**config.mk**
```make
export PLATFORM = sky130hd
export DESIGN_NAME = ota_trim_cal_ctrl_flat
export DESIGN_NICKNAME = d
export VERILOG_FILES = /design/src/rtl/ota_trim_cal_if.sv /design/src/rtl/ota_trim_cal_ctrl.sv /design/src/flat_wrapper.sv
export SDC_FILE = /design/constraint.sdc
export NUM_CORES = 1
export LEC_CHECK = 0
export ABC_AREA = 0
export CORE_MARGIN = 1
export CORE_UTILIZATION = 55
export DETAILED_ROUTE_END_ITERATION = 8
export PLACE_DENSITY = 0.78
export SLEW_MARGIN = 20
export SYNTH_ARGS = -nofsm -noshare
export SYNTH_HDL_FRONTEND = slang
export SYNTH_SLANG_ARGS = --single-unit
```
**constraint.sdc**
```tcl
create_clock -name clk -period 5.6 [get_ports clk]
set_clock_uncertainty 0.05 [all_clocks]
set_input_delay 1.12 -clock clk [delete_from_list [all_inputs] [get_ports clk]]
set_output_delay 1.12 -clock clk [all_outputs]
set_load 0.02 [all_outputs]
```
**src/rtl/ota_trim_cal_if.sv**
```systemverilog
// Bundles the control pins and the OTA macro connections of the trim calibration sequencer.
// The master side drives requests and the raw comparator; the slave side is the sequencer.
interface ota_trim_cal_if #(
    parameter int TRIM_W   = 5,
    parameter int SETTLE_W = 4
);
    logic                start;
    logic                abort;
    logic [SETTLE_W-1:0] settle_cycles;
    logic                cmp_async;
    logic                ota_en;
    logic                in_short;
    logic [TRIM_W-1:0]   trim;
    logic                busy;
    logic                done;
    logic                cal_err;

    modport master (
        output start, abort, settle_cycles, cmp_async,
        input  ota_en, in_short, trim, busy, done, cal_err
    );

    modport slave (
        input  start, abort, settle_cycles, cmp_async,
        output ota_en, in_short, trim, busy, done, cal_err
    );
endinterface

```
**src/rtl/ota_trim_cal_ctrl.sv**
```systemverilog
// Powers up the OTA, shorts its inputs and runs a successive-approximation offset search
// on the trim code using the OTA's own comparator decision; holds the result on trim.
//
// state  | meaning
// IDLE   | OTA off, waiting for start; trim keeps its last value
// WARMUP | OTA enabled and inputs shorted, settling for S+1 cycles
// TRIAL  | current bit forced to 1, comparator settling for S+1 cycles
// EVAL   | current bit takes the synchronized comparator decision
// DONE   | result held, OTA left enabled, cal_err flags a railed code
module ota_trim_cal_ctrl #(
    parameter int TRIM_W      = 5,
    parameter int SETTLE_W    = 4,
    parameter int SYNC_STAGES = 2
) (
    input  logic          clk,
    input  logic          rst_n,
    ota_trim_cal_if.slave bus
);
    localparam int IDX_W = (TRIM_W > 1) ? $clog2(TRIM_W) : 1;
    localparam logic [TRIM_W-1:0] TRIM_MID = {1'b1, {(TRIM_W-1){1'b0}}};

    typedef enum logic [2:0] {
        IDLE, WARMUP, TRIAL, EVAL, DONE
    } state_t;

    state_t               state;
    logic [SETTLE_W-1:0]  settle_lat;
    logic [SETTLE_W-1:0]  cnt;
    logic [IDX_W-1:0]     bit_idx;
    logic [IDX_W-1:0]     idx_dn;
    logic [SYNC_STAGES-1:0] sync_q;
    logic                 cmp_s;
    logic [TRIM_W-1:0]    trim_set;
    logic [TRIM_W-1:0]    trim_eval;
    logic [TRIM_W-1:0]    trim_next;

    always_ff @(posedge clk or negedge rst_n) begin
        if (!rst_n) begin
            sync_q <= '0;
        end else begin
            sync_q <= {sync_q[SYNC_STAGES-2:0], bus.cmp_async};
        end
    end

    assign cmp_s  = sync_q[SYNC_STAGES-1];
    assign idx_dn = bit_idx - IDX_W'(1);

    // trim_eval resolves the current bit; trim_next additionally raises the next trial bit.
    always_comb begin
        trim_set           = bus.trim;
        trim_set[bit_idx]  = 1'b1;
        trim_eval          = bus.trim;
        trim_eval[bit_idx] = cmp_s;
        trim_next          = trim_eval;
        trim_next[idx_dn]  = 1'b1;
    end

    always_ff @(posedge clk or negedge rst_n) begin
        if (!rst_n) begin
            state        <= IDLE;
            settle_lat   <= '0;
            cnt          <= '0;
            bit_idx      <= '0;
            bus.ota_en   <= 1'b0;
            bus.in_short <= 1'b0;
            bus.busy     <= 1'b0;
            bus.done     <= 1'b0;
            bus.cal_err  <= 1'b0;
            bus.trim     <= TRIM_MID;
        end else if (bus.abort) begin
            state        <= IDLE;
            bus.ota_en   <= 1'b0;
            bus.in_short <= 1'b0;
            bus.busy     <= 1'b0;
            bus.done     <= 1'b0;
            bus.cal_err  <= 1'b0;
            bus.trim     <= TRIM_MID;
        end else begin
            case (state)
                IDLE, DONE: begin
                    if (bus.start) begin
                        state        <= WARMUP;
                        settle_lat   <= bus.settle_cycles;
                        cnt          <= bus.settle_cycles;
                        bit_idx      <= IDX_W'(TRIM_W - 1);
                        bus.ota_en   <= 1'b1;
                        bus.in_short <= 1'b1;
                        bus.busy     <= 1'b1;
                        bus.done     <= 1'b0;
                        bus.cal_err  <= 1'b0;
                        bus.trim     <= '0;
                    end
                end
                WARMUP: begin
                    if (cnt == '0) begin
                        state    <= TRIAL;
                        cnt      <= settle_lat;
                        bus.trim <= trim_set;
                    end else begin
                        cnt <= cnt - SETTLE_W'(1);
                    end
                end
                TRIAL: begin
                    if (cnt == '0) begin
                        state <= EVAL;
                    end else begin
                        cnt <= cnt - SETTLE_W'(1);
                    end
                end
                EVAL: begin
                    if (bit_idx == '0) begin
                        state        <= DONE;
                        bus.trim     <= trim_eval;
                        bus.busy     <= 1'b0;
                        bus.done     <= 1'b1;
                        bus.in_short <= 1'b0;
                        bus.cal_err  <= (trim_eval == '0) || (&trim_eval);
                    end else begin
                        state    <= TRIAL;
                        bit_idx  <= idx_dn;
                        cnt      <= settle_lat;
                        bus.trim <= trim_next;
                    end
                end
                default: state <= IDLE;
            endcase
        end
    end
endmodule

```
**src/flat_wrapper.sv**
```systemverilog
// flat-port wrapper written by rule: the top's interface ports become plain ports
module ota_trim_cal_ctrl_flat 
#(
    parameter int TRIM_W      = 5,
    parameter int SETTLE_W    = 4,
    parameter int SYNC_STAGES = 2
)
  (clk, rst_n, bus_start, bus_abort, bus_settle_cycles, bus_cmp_async, bus_ota_en, bus_in_short, bus_trim, bus_busy, bus_done, bus_cal_err);
  ota_trim_cal_if #(.TRIM_W(TRIM_W), .SETTLE_W(SETTLE_W)) bus_i ();
  input  logic clk;
  input  logic rst_n;
  input wire logic [$bits(bus_i.start)-1:0] bus_start;
  input wire logic [$bits(bus_i.abort)-1:0] bus_abort;
  input wire logic [$bits(bus_i.settle_cycles)-1:0] bus_settle_cycles;
  input wire logic [$bits(bus_i.cmp_async)-1:0] bus_cmp_async;
  output wire logic [$bits(bus_i.ota_en)-1:0] bus_ota_en;
  output wire logic [$bits(bus_i.in_short)-1:0] bus_in_short;
  output wire logic [$bits(bus_i.trim)-1:0] bus_trim;
  output wire logic [$bits(bus_i.busy)-1:0] bus_busy;
  output wire logic [$bits(bus_i.done)-1:0] bus_done;
  output wire logic [$bits(bus_i.cal_err)-1:0] bus_cal_err;
  assign bus_i.start = bus_start;
  assign bus_i.abort = bus_abort;
  assign bus_i.settle_cycles = bus_settle_cycles;
  assign bus_i.cmp_async = bus_cmp_async;
  assign bus_ota_en = bus_i.ota_en;
  assign bus_in_short = bus_i.in_short;
  assign bus_trim = bus_i.trim;
  assign bus_busy = bus_i.busy;
  assign bus_done = bus_i.done;
  assign bus_cal_err = bus_i.cal_err;
  ota_trim_cal_ctrl #(.TRIM_W(TRIM_W), .SETTLE_W(SETTLE_W), .SYNC_STAGES(SYNC_STAGES)) u_core (.clk(clk), .rst_n(rst_n), .bus(bus_i));
endmodule
```
==> qor.yml, run 1 <==
dpl.hpwl_um: 2670
crit_family: "buffers and inverters"
max_cap_violations: 0
syn_nets: 200
wl_per_cell_um: 16.0
syn_avg_cell_area_um2: 8.96
post-route-drc-count: 0
fin_cells: 229
worstSkewPairLatency_ns: 0.32
die_y_um: 57.2
die_w_um: 57.2
grt_pass1_wl_um: 6290
num_vias: 1466
synth_common_cells: "24 x dfrtp_1, 20 x nor2_1, 14 x nand2_1, 13 x a21oi_1"
period_minus_slack_ns: 2.67
synth.distinct_cells: 52
fill_cells: 246
drv_slew: 0
holdBufCountCts: 0
syn_to_final_growth_pct: 10.5
vias_per_cell: 6.40
row_count: 19
period_share: 0.476
hold_class: "reg -> reg"
critical_path_class: "reg -> out"
drt_wl_total_um: 3670
cts_setup_buffers: 0
cts_tree: "yes"
synthCells: 187
crit_fanout: 4
worst-path-buf-inv: 1
grt_pass1_vias: 1394
critPathRequiredTime_ns: 4.43
gp_congestion: 0.891
final_util: 0.654
seq_area_frac_synth: 0.374
diodes: 0
slowest_stage: "clkdlybuf4s50_1"
io_buffers: 18
grt_max_degree: 26
status: "completed"
max_freq_mhz: 375
drtIter0Drc: 77
ys_ff_latch: 25
grt_usage: 0.246
antenna_left: 0
worst_pin_slew_ns: 0.687
powerDensity_nw_per_um2: 338
core_area_um2: 2830
critical_path.max_stage_delay_ns: 0.60
yosys.area.top_type: "dfrtp_1"
slew_headroom: 0.541
rsz0062_at_grt: "false"
firstDrtPassIters: 5
htreeDepth: 1
synth_most_common_cell: "dfrtp_1"
syn_area_um2: 1680
clockBufferDepth: 2
dp.cells: 225
grt-ovfl-total: 0
start_util: 0.592
yosysWarningCount: 0
fin_setup_tns_ns: 0
ir_worst_vdd_mv: 0.212
clock_sinks: 25
synth-edff-count: 0
crit_chain: "clkdlybuf4s50_1"
synth_ff_type: "dfrtp_1"
endpoint_kind: "output port"
async_reset_ff_frac: 1.00
worstSetupStartpointType: "flop"
cts-resized-gates: 0
setup_viol: 0
ios: 19
synthTopCellsByArea: "dfrtp_1 36%, nor2_1 4.5%, a21oi_1 3.9%"
synth_top_area_share: 0.358
nets: 212
die-area_um2: 3270
antenna_found_initial: 0
hold_viol: 0
cts-buffers-inserted: 3
clk_pin_slew_ns: 0.14
drive_above_1_share: 0.0859
crit_arrival_ns: 1.50
p_leak_nw: 0.731
clockRootBuffer: "clkbuf_4"
## stage by stage
| step | setup slack (ns) | instance area [um2] | hold slack, ns | power [W] |
|---|---|---|---|---|
| global route | 2.87 | 1850 | 0.350 | 0.000671 |
| global placement | 2.77 | 1830 | 0.286 | 0.000529 |
| CTS | 2.92 | 1860 | 0.328 | 0.000625 |
| detailed placement | 2.73 | 1830 | 0.297 | 0.000545 |
| finish | 2.93 | 1850 | 0.327 | 0.000626 |
| floorplan | 3.53 | 1680 | 0.281 | 0.000484 |
## cell type report
| cell class | count | area (um2) | share of cell area |
|---|---|---|---|
| timing repair buffer | 18 | 175 | 0.0947 |
| multi-input combinational | 142 | 948 | 0.513 |
| tap | 31 | 38.8 | 0.0210 |
| clock buffer | 3 | 22.5 | 0.0122 |
| clock inverter | 1 | 5.00 | 0.00270 |
| inverter | 9 | 33.8 | 0.0183 |
| sequential | 25 | 627 | 0.339 |
## logic make-up (layout without fill, tap and decap cells)
group                    count (synthesis)  count (layout)  share of synthesized area
adder cells (fa/ha/maj)                  4               4                     0.0299
buffers and inverters                   20              31                     0.0597
flip-flops                              25              25                      0.374
multiplexers                            10              10                     0.0627
XOR/XNOR                                 2               2                     0.0105
AND/OR/NAND/NOR                         72              72                      0.235
AO/OA/AOI/OAI                           54              54                      0.228
## where the power goes
part | internal [W] | switching [W]
Clock | 0.0000267 | 0.0000533
Sequential | 0.000215 | 0.0000548
Combinational | 0.000130 | 0.000147
## path summary, 6_finish.rpt
check                                   startpoint            endpoint  slack, ns  cells past startpoint
max in group asynchronous                    rst_n  u_core.bus.trim[4]       4.41                      1
worst max-delay path            u_core.bus.trim[4]         bus_trim[4]       2.93                      1
worst min-delay path              u_core.sync_q[0]    u_core.sync_q[1]       0.33                      0
worst min register to register    u_core.sync_q[0]    u_core.sync_q[1]       0.33                      0
min in group asynchronous                    rst_n   u_core.bit_idx[1]       0.72                      1
worst max register to register   u_core.bit_idx[0]  u_core.bus.trim[3]       3.10                      7
## metal layers
metal / wire length, um / global-route usage
met5: 0 / 0
met4: 56 / 0.0767
met3: 240 / 0.0317
met2: 1700 / 0.395
met1: 1680 / 0.349
## placed cells by master (no fill, tap or decap), types with 5 or more instances in the layout
| cell type | n |
|---|---|
| a21oi_1 | 13 |
| nor2_1 | 20 |
| nor3_1 | 7 |
| dfrtp_1 | 24 |
| inv_1 | 9 |
| nand2b_1 | 5 |
| mux2i_1 | 6 |
| nand2_1 | 14 |
| o21ai_0 | 9 |
| clkdlybuf4s50_1 | 17 |
## state kept, by name, summed over array words and instances (netlist names)
signal / count
u_core.bus.cal_err: 1
u_core.bus.done: 1
u_core.sync_q: 2
u_core.cnt: 4
u_core.settle_lat: 4
u_core.bus.in_short: 1
u_core.state: 3
u_core.bus.ota_en: 1
u_core.bus.trim: 5
u_core.bit_idx: 3
No activity file was read; power rests on OpenSTA's default activity.
==> run 2, diff against run 1 <==
CORE_UTILIZATION = 50   (was 55)
PLACE_DENSITY = 0.75   (was 0.78)
clock period = 2.3 ns   (was 5.6 ns; I/O delays follow)
==> run 2 against run 1 <==
Effect of this change: routed wire length up 3.6%; register-to-register slack got worse by 2.8 ns; critical endpoint is now u_core.bus.trim[2]; via count increased by 3.6%; sequential cell count unchanged; sequential share of layout area down 1.6 points; sequential power grew 140%.
==> qor.yml, run 2 (synthesized netlist as in run 1, its figures left out) <==
post-route-drc-count: 0
r2r-end: "u_core.bus.trim[2]"
period_minus_slack_ns: 2.05
worstSkewPairLatency_ns: 0.32
mostFrequentLayoutCells: "24 x dfrtp_1, 20 x nor2_1, 18 x clkdlybuf4s50_1"
hold_depth: 0
die-area_um2: 3590
critPathRequiredTime_ns: 2.48
critical_path_class: "reg -> reg"
hp-start: "u_core.sync_q[0]"
drv_slew: 0
cts_tree: "yes"
start_util: 0.536
clockRootBuffer: "clkbuf_4"
firstDrtPassIters: 4
slew_headroom: 0.678
rr_worst_depth: 8
clockBufferDepth: 2
wl_per_cell_um: 15.2
hold_class: "reg -> reg"
htreeDepth: 1
num_vias: 1519
vias_per_cell: 6.05
p_leak_nw: 0.777
grt_pass1_vias: 1444
ir_worst_vdd_mv: 0.454
max_cap_violations: 0
regMostFlops: "u_core.bus.trim"
dpl.hpwl_um: 2790
io_buffers: 18
clock_sinks: 25
antenna_found_initial: 0
die_w_um: 59.9
slowest_stage: "dfrtp_1"
max_freq_mhz: 488
ios: 19
critical_path.max_stage_delay_ns: 0.47
fin_cells: 251
row_count: 20
hold_ws_ns: 0.325
endpoint_kind: "flop"
fin_setup_tns_ns: 0
final_common_cell: "dfrtp_1"
crit_chain: "inv_1 -> ha_1 -> nor3b_4 -> buf_4 -> o21ai_2 -> a311o_1 -> nor2_1 -> o2bb2a_1"
largest_register_ffs: 5
finalPower_w: 0.00159
grt_usage: 0.243
place_ws_ns: 0.182
gp_congestion: 0.929
holdBufCountCts: 0
rsz0062_at_grt: "false"
drive_above_1_share: 0.121
grt-ovfl-total: 0
core_area_um2: 3130
drtIter0Drc: 66
setup_viol: 0
startpoint: "u_core.cnt[0]"
period_share: 0.891
clk_pin_slew_ns: 0.14
reg_top3: "u_core.bus.trim x5, u_core.cnt x4, u_core.settle_lat x4"
grt_max_degree: 26
cts-buffers-inserted: 3
worstSetupStartpointType: "flop"
antenna_left: 0
min_to: "u_core.sync_q[1]"
grt_pass1_wl_um: 6640
syn_to_final_growth_pct: 15.8
r2r_start: "u_core.cnt[0]"
drt_wl_total_um: 3810
nets: 221
crit_arrival_ns: 2.22
powerDensity_nw_per_um2: 820
dp.cells: 243
die_y_um: 59.9
diodes: 0
worst_slack_ns: 0.251
timing.reg2reg.setup_slack_ns: 0.25
hold_viol: 0
crit_fanout: 7
status: "completed"
worst_pin_slew_ns: 0.476
## run 2: cell type report
cell class	instances	area, um2
fillers	279	1190
multi-input cells	142	951
flip-flops and latches	25	627
repair buffers	27	248
well taps	44	55.1
inverters	9	33.8
clock buffers	4	26.3
## run 2: worst max path at each step
| stage | endpoint | slack, ns | cells after the start |
|---|---|---|---|
| after detailed placement | u_core.settle_lat[2] | 0.18 | 4 |
| after global placement | u_core.settle_lat[0] | 0.25 | 4 |
| after CTS | u_core.bus.trim[2] | 0.20 | 7 |
| final | u_core.bus.trim[2] | 0.25 | 8 |
| after global routing | u_core.bus.trim[2] | 0.1 | 8 |
| after floorplan | u_core.cnt[2] | 0.40 | 7 |
## run 2: timing repair
action / 4_1_cts / 5_1_grt
endpoints found under the setup margin: 0 / 2
gates resized for setup: 0 / 1
setup buffers: 0 / 4
## run 2: metal layers
| layer | global-route usage | part of all wire | routed length [um] | vias to the layer above |
|---|---|---|---|---|
| li1 | - | - | - | 727 |
| met1 | 0.332 | 0.46 | 1740 | 735 |
| met2 | 0.386 | 0.48 | 1820 | 48 |
| met3 | 0.0325 | 0.049 | 186 | 9 |
| met4 | 0.103 | 0.017 | 65 | 0 |
| met5 | 0 | 0 | 0 | - |
## run 2: critical path: cells and delay by family, from the launching register on
kind / cells / cell delay, ns
buffers and inverters: 2 / 0.26
adders and majority gates: 1 / 0.22
DFF: 1 / 0.47
and+or+nand+nor: 2 / 0.20
AOI/OAI and AO/OA: 3 / 0.74
## run 2: metrics by stage
stage	utilization	area [um2]
floorplan	-	1680
global placement	0.602	1880
detailed placement	0.602	1880
CTS	0.610	1910
global route	0.620	1940
finish	0.620	1940
## run 2: power by group
group          total [W]  switching [W]  leakage, nW  internal [W]
Combinational   0.000751       0.000387        0.445      0.000363
Sequential      0.000636       0.000113        0.317      0.000523
Clock           0.000205       0.000137       0.0150     0.0000680
==> run 3, diff against run 2 <==
CAP_MARGIN = 20   (was not set)
CORE_MARGIN = not set   (was 1)
==> results of run 3 <==
Same layout as run 2: the final DEF is identical, and so are final timing and power.
